File: src/rtl/alu_rs_pkg.sv
// Shared definitions for the integer ALU path: widths, opType codes and booleans
// used by the reservation station, ALU and ROB.
package alu_rs_pkg;

    localparam int OP_W   = 6;
    localparam int DATA_W = 32;
    localparam int TAG_W  = 4;

    localparam logic TRUE  = 1'b1;
    localparam logic FALSE = 1'b0;

    typedef enum logic [OP_W-1:0] {
        OP_ADD = 6'd0,
        OP_SUB = 6'd1,
        OP_AND = 6'd2,
        OP_OR  = 6'd3,
        OP_XOR = 6'd4,
        OP_SLL = 6'd5,
        OP_SRL = 6'd6,
        OP_SRA = 6'd7,
        OP_SLT = 6'd8,
        OP_BEQ = 6'd9,
        OP_BNE = 6'd10
    } op_type_e;

endpackage

File: src/rtl/alu_rs_prio_enc.sv
// Lowest-index priority encoder: returns the index of the lowest set request bit
// and whether any bit was set.
module rs_prio_enc #(
    parameter int N     = 8,
    parameter int IDX_W = $clog2(N)
) (
    input  logic [N-1:0]     i_req,
    output logic [IDX_W-1:0] o_idx,
    output logic             o_found
);

    // Scan from the top down so the lowest set bit is the last one to overwrite
    always_comb begin
        o_idx   = '0;
        o_found = |i_req;
        for (int i = N - 1; i >= 0; i--) begin
            o_idx = i_req[i] ? IDX_W'(i) : o_idx;
        end
    end

endmodule

File: src/rtl/alu_rs.sv
// Integer reservation station feeding the ALU: buffers ops until both operands
// resolve (from decode or the CDB) and issues the lowest ready entry each cycle.
module alu_rs #(
    parameter int DEPTH  = 8,
    parameter int OP_W   = 6,
    parameter int DATA_W = 32,
    parameter int TAG_W  = 4
) (
    input  logic              clk_in,
    input  logic              rst_in,
    input  logic              rdy_in,
    input  logic              clear_in,
    input  logic              in_valid,
    input  logic [OP_W-1:0]   in_op,
    input  logic [DATA_W-1:0] in_vj,
    input  logic [DATA_W-1:0] in_vk,
    input  logic              in_qj_busy,
    input  logic              in_qk_busy,
    input  logic [TAG_W-1:0]  in_qj,
    input  logic [TAG_W-1:0]  in_qk,
    input  logic [DATA_W-1:0] in_imm,
    input  logic [DATA_W-1:0] in_pc,
    input  logic [TAG_W-1:0]  in_rob,
    output logic              full,
    input  logic              cdb_valid,
    input  logic [TAG_W-1:0]  cdb_tag,
    input  logic [DATA_W-1:0] cdb_value,
    output logic              alu_valid,
    output logic [OP_W-1:0]   alu_op,
    output logic [DATA_W-1:0] alu_rs1,
    output logic [DATA_W-1:0] alu_rs2,
    output logic [DATA_W-1:0] alu_pc,
    output logic [DATA_W-1:0] alu_imm,
    output logic [TAG_W-1:0]  alu_rob
);

    import alu_rs_pkg::*;

    localparam int IDX_W = $clog2(DEPTH);

    logic [DEPTH-1:0]  r_busy;
    logic [DEPTH-1:0]  r_qj_busy;
    logic [DEPTH-1:0]  r_qk_busy;
    logic [OP_W-1:0]   r_op  [DEPTH];
    logic [DATA_W-1:0] r_vj  [DEPTH];
    logic [DATA_W-1:0] r_vk  [DEPTH];
    logic [TAG_W-1:0]  r_qj  [DEPTH];
    logic [TAG_W-1:0]  r_qk  [DEPTH];
    logic [DATA_W-1:0] r_imm [DEPTH];
    logic [DATA_W-1:0] r_pc  [DEPTH];
    logic [TAG_W-1:0]  r_rob [DEPTH];

    logic [DEPTH-1:0]  w_ready;
    logic [IDX_W-1:0]  w_free_idx;
    logic              w_free_found;
    logic [IDX_W-1:0]  w_rdy_idx;
    logic              w_rdy_found;
    logic              w_do_insert;
    logic              w_do_dispatch;
    logic              w_in_j_hit;
    logic              w_in_k_hit;
    logic [DATA_W-1:0] w_in_vj;
    logic [DATA_W-1:0] w_in_vk;

    assign w_ready = r_busy & ~r_qj_busy & ~r_qk_busy;

    rs_prio_enc #(.N(DEPTH), .IDX_W(IDX_W)) u_free_enc (
        .i_req   (~r_busy),
        .o_idx   (w_free_idx),
        .o_found (w_free_found)
    );

    rs_prio_enc #(.N(DEPTH), .IDX_W(IDX_W)) u_rdy_enc (
        .i_req   (w_ready),
        .o_idx   (w_rdy_idx),
        .o_found (w_rdy_found)
    );

    assign full          = ~w_free_found;
    assign w_do_insert   = rdy_in & ~clear_in & in_valid & w_free_found;
    assign w_do_dispatch = rdy_in & ~clear_in & w_rdy_found;

    // An operand produced on the CDB in the insert cycle is captured directly
    assign w_in_j_hit = cdb_valid & in_qj_busy & (in_qj == cdb_tag);
    assign w_in_k_hit = cdb_valid & in_qk_busy & (in_qk == cdb_tag);
    assign w_in_vj    = w_in_j_hit ? cdb_value : in_vj;
    assign w_in_vk    = w_in_k_hit ? cdb_value : in_vk;

    // Station entries: insert into the free slot, wake pending operands, retire the issued slot
    always_ff @(posedge clk_in or negedge rst_in) begin
        if (!rst_in) begin
            r_busy    <= '0;
            r_qj_busy <= '0;
            r_qk_busy <= '0;
            for (int i = 0; i < DEPTH; i++) begin
                r_op[i]  <= '0;
                r_vj[i]  <= '0;
                r_vk[i]  <= '0;
                r_qj[i]  <= '0;
                r_qk[i]  <= '0;
                r_imm[i] <= '0;
                r_pc[i]  <= '0;
                r_rob[i] <= '0;
            end
        end else if (rdy_in) begin
            if (clear_in) begin
                r_busy <= '0;
            end else begin
                for (int i = 0; i < DEPTH; i++) begin
                    if (cdb_valid && r_busy[i] && r_qj_busy[i] && (r_qj[i] == cdb_tag)) begin
                        r_vj[i]      <= cdb_value;
                        r_qj_busy[i] <= FALSE;
                    end
                    if (cdb_valid && r_busy[i] && r_qk_busy[i] && (r_qk[i] == cdb_tag)) begin
                        r_vk[i]      <= cdb_value;
                        r_qk_busy[i] <= FALSE;
                    end
                    if (w_do_dispatch && (w_rdy_idx == IDX_W'(i))) begin
                        r_busy[i] <= FALSE;
                    end
                    // Free slot is never busy, so it cannot collide with wakeup or dispatch
                    if (w_do_insert && (w_free_idx == IDX_W'(i))) begin
                        r_busy[i]    <= TRUE;
                        r_op[i]      <= in_op;
                        r_vj[i]      <= w_in_vj;
                        r_vk[i]      <= w_in_vk;
                        r_qj_busy[i] <= in_qj_busy & ~w_in_j_hit;
                        r_qk_busy[i] <= in_qk_busy & ~w_in_k_hit;
                        r_qj[i]      <= in_qj;
                        r_qk[i]      <= in_qk;
                        r_imm[i]     <= in_imm;
                        r_pc[i]      <= in_pc;
                        r_rob[i]     <= in_rob;
                    end
                end
            end
        end
    end

    // Registered issue bundle; data holds between pulses
    always_ff @(posedge clk_in or negedge rst_in) begin
        if (!rst_in) begin
            alu_valid <= FALSE;
            alu_op    <= '0;
            alu_rs1   <= '0;
            alu_rs2   <= '0;
            alu_pc    <= '0;
            alu_imm   <= '0;
            alu_rob   <= '0;
        end else if (w_do_dispatch) begin
            alu_valid <= TRUE;
            alu_op    <= r_op[w_rdy_idx];
            alu_rs1   <= r_vj[w_rdy_idx];
            alu_rs2   <= r_vk[w_rdy_idx];
            alu_pc    <= r_pc[w_rdy_idx];
            alu_imm   <= r_imm[w_rdy_idx];
            alu_rob   <= r_rob[w_rdy_idx];
        end else begin
            alu_valid <= FALSE;
        end
    end

endmodule

File: config.mk
export PLATFORM = sky130hd
export DESIGN_NAME = alu_rs
export DESIGN_NICKNAME = d
export VERILOG_FILES = /design/src/rtl/alu_rs_pkg.sv /design/src/rtl/alu_rs_prio_enc.sv /design/src/rtl/alu_rs.sv
export SDC_FILE = /design/constraint.sdc
export NUM_CORES = 2
export LEC_CHECK = 0
export ABC_AREA = 1
export BUFFER_PORTS_ARGS = -buffer_cell sky130_fd_sc_hd__buf_4
export CORE_UTILIZATION = 25
export DETAILED_ROUTE_END_ITERATION = 7
export GPL_ROUTABILITY_DRIVEN = 1
export PLACE_DENSITY_LB_ADDON = 0.1
export SETUP_SLACK_MARGIN = 0.3
export SLEW_MARGIN = 20
export SYNTH_ARGS = -nofsm -noshare
export SYNTH_HDL_FRONTEND = slang
export SYNTH_SLANG_ARGS = --single-unit
File: constraint.sdc
create_clock -name clk_in -period 3.2 [get_ports clk_in]
set_input_delay 0.16 -clock clk_in [delete_from_list [all_inputs] [get_ports clk_in]]
set_output_delay 0.16 -clock clk_in [all_outputs]
set_load 0.02 [all_outputs]
==> results.md <==
- Final wirelength: 299300 µm
- Clk sinks: 1331
- Startpoint types: flop
- Hold depth: 5
- Max-slew violation total from the final report: 0
- FF-to-FF Start: r_busy[1]
- Htree depth: 4
- PwrDens: 630.0 nW/µm²
- Number of buffers created by CTS: 170
- Clk Latency, worst-skew pair: roughly 0.84 ns
- Cells after Synth: between 8000 and 9000
- Clock slew seen by the registers of the worst setup and hold paths: 0.06 ns
- Clock power share: a little under two fifths
- Max VDD drop: 0.6243 mV
- Leakage: between 30 and 40 nW
- GR met3 Demand/Resource: 2.805%
- Psw: 0.01635 W
- FF-to-FF path depth: 11
- Slew @ Worst Pin: 1.091 ns
- Fmax: 0.3575 GHz
- Area Growth Syn to Fin: 22.03%
- Row cnt: 188
- Setup Skew: approximately 0.047 ns
- Layout cells sized above 1: approximately a tenth
- Sequential-to-total area share from yosys stat: between 50 and 60%
- Via density: 5.049
- DRT iter0 DRCs: 5580
- Crit path kind: flop to flop
- Ys flop type: dfrtp_1
- First-pass GRT wire length: 438400 µm
- RR Endpoint: alu_rs1[12]
- Syn nets: 8752
- Slew headroom: 27.26%
- Final period utilization: 87.41%
- Status: finished, final reports clean
- Seq pwr share: 42.7%
- Crit-path max FO: 64
- Die height: 517.0 µm
- Clock buffer depth: 3
- Most frequent cell after synthesis: nand2_1
- Max-cap viol count: 0
- Mapped cell area: ~66000 µm²
- R2R setup slack: 0.40 ns
- Switching share of power: 32.08%
- M1 GR Usage: 30.70%
- Vias in the first global route: 62077
- Min-Delay Startpoint: cdb_valid
- Final min period: approximately 2.8 ns
- Clock root buffer: clkbuf_16
- RSZ-0062 raised after global routing: yes
- Top Ports: between 300 and 400
- Synthesized flop and latch total: 1331
- Final #Nets: 8965
- Unique masters post-synth: 41
- Final Hold Fails: 0
- GR Util All Layers: 22.03%
- CP endpoint kind: flop
- CTS tree: yes
- Logic pwr share: 19.1%
- Core area: 263000 µm²
- Synth top cells by count: 2512 x nand2_1, 1331 x dfrtp_1, 1062 x nand3_1
- Post-route ant nets: 0
- Vias: roughly 63000
- Grt total ovfl: 0
- RePlAce Congestion: 0.8010
- Post-synth ARST share: 100.0%
- Avg Cell Area, Syn: approximately 7.7 µm²
- Met2 usage: 35.98%
- Initial Utilization: 25.21%
- Die X: a little over 500 µm
- DP Wirelength: 169400 µm
- I/O Buffers: ~330
- Initial antenna violation count: 16
- Largest net degree at the start of global routing: 133
- Internal Power: 0.03462 W
- Die area: 267200 µm²
- Drt first pass iters: 6
- # setup viols final: 0
- Worst EP required: 3.97 ns
- GRT Max-Usage Layer: met2
- Final setup TNS: 0 ns
- Yosys top cell by area: dfrtp_1
- Yosys warns: 0
- # DRC: 0
- Number of synthesized flops with an enable pin: 0
- Arrival time at the worst endpoint: 3.57 ns
- WHS Endpoint: r_qk_busy[5]
- WL/cell: 24.08 µm
- Synth area leaders: dfrtp_1 50%, nand2_1 14%, nand3_1 8.0%
- Min-Delay Path Class: input pin to flop
- Top-area cell type share of the netlist area: 50.24%
- Total power: 0.05097 W
-- per-layer routing --
metal	wire length [µm]	vias up	part of all wire, %
met5	36	-	0.012
met4	6630	8	2.2
met3	15510	343	5.2
met2	138900	1926	46
met1	138200	31442	46
li1	-	29029	-
-- layout make-up --
cell class              count  area (µm²)
diodes                      9       22.52
clock buffers             265        5075
clock inverters            36       439.2
fillers                 28417      182100
inverters                 618        2364
multi-input cells        5879       27670
flip-flops and latches   1331       33310
well taps                3515        4398
repair buffers            774        7619
repair inverters            1       8.758
-- cell usage in the layout, fill, tap and decap left out, types with 4 or more instances in the layout --
master / Yosys / final
a21oi_1: 140 / 139
a221oi_1: 4 / 4
a31oi_1: 152 / 152
buf_12: 0 / 100
buf_4: 17 / 480
bufinv_16: 0 / 5
clkbuf_1: 336 / 52
clkbuf_16: 0 / 174
clkbuf_8: 0 / 40
clkinv_2: 1 / 19
clkinv_8: 0 / 5
dfrtp_1: 1331 / 1331
diode_2: 0 / 9
dlygate4sd3_1: 0 / 187
inv_1: 598 / 598
inv_2: 19 / 14
inv_6: 0 / 6
inv_8: 0 / 4
nand2_1: 2512 / 2492
nand2_2: 5 / 12
nand2_4: 1 / 12
nand3_1: 1062 / 1059
nand4_1: 537 / 537
nor2_1: 322 / 319
nor2_4: 1 / 6
nor3_1: 9 / 9
o211ai_1: 89 / 89
o21ai_0: 712 / 712
o21ai_1: 197 / 196
o21ai_2: 35 / 35
o221ai_1: 16 / 16
o22ai_1: 23 / 23
or2_2: 5 / 5
xnor2_1: 21 / 21
xor2_1: 14 / 14
-- state kept, by name (all words and copies together), names as in the netlist, 48 cells and up --
register / cells
r_vk: 256
r_vj: 256
r_imm: 256
r_op: 48
r_pc: 256
-- timing repair --
action / in CTS / in global routing
gates resized for setup: 0 / 8
endpoints found under the hold margin: 2270 / 0
endpoints found under the setup margin: 0 / 44
hold buffers: 188 / 0
setup buffers: 0 / 13
-- cell families after synthesis --
| logic type | share of synthesized area [%] |
|---|---|
| buffers and inverters | 8.398 |
| DFF | 50.24 |
| and+or+nand+nor | 29.47 |
| AOI/OAI and AO/OA | 11.43 |
| xor gates and xnor gates | 0.4624 |
-- stage by stage --
step	util, %	cell area, µm²	setup WS, ns	hold WS, ns	cells
floorplan	-	66300	1.335	-0.1356	8562
global route	30.76	80880	0.2837	0.1375	12421
finish	30.76	80900	0.4029	0.1316	12428
global placement	27.87	73280	0.2651	0.1112	11914
detailed placement	27.87	73280	0.3374	0.1329	11914
CTS	30.68	80690	0.3155	0.03318	12403
-- power groups by stage --
stage / Sequential [W] / Clock (W) / Combinational [W]
after detailed placement: 0.0220 / 0 / 0.00967
after global routing: 0.0221 / 0.0206 / 0.0108
after floorplan: 0.0222 / 0 / 0.00449
after global placement: 0.0220 / 0 / 0.00960
after CTS: 0.0218 / 0.0200 / 0.00991
final: 0.0218 / 0.0195 / 0.00974
-- worst max-delay path by stage --
stage / from / to / depth (start not counted)
floorplan: r_busy[7] / r_qj[24] / 13
global placement: r_busy[6] / r_imm[82] / 13
detailed placement: r_busy[6] / r_imm[80] / 13
CTS: r_busy[6] / r_op[15] / 12
global route: r_busy[6] / r_imm[80] / 13
finish: r_busy[1] / alu_rs1[12] / 11
-- worst max-delay path: stages, from the launching register on --
cell     delay [ns]
dfrtp_1        0.51
nand3_4        0.27
nand2_1        0.22
a21oi_4        0.07
buf_12         0.14
buf_4          0.16
inv_8          0.35
buf_12         0.35
nand4_1        0.25
nand3_1        0.17
nand2_1        0.06
nand3_1        0.08
No activity file was read; power rests on OpenSTA's default activity.
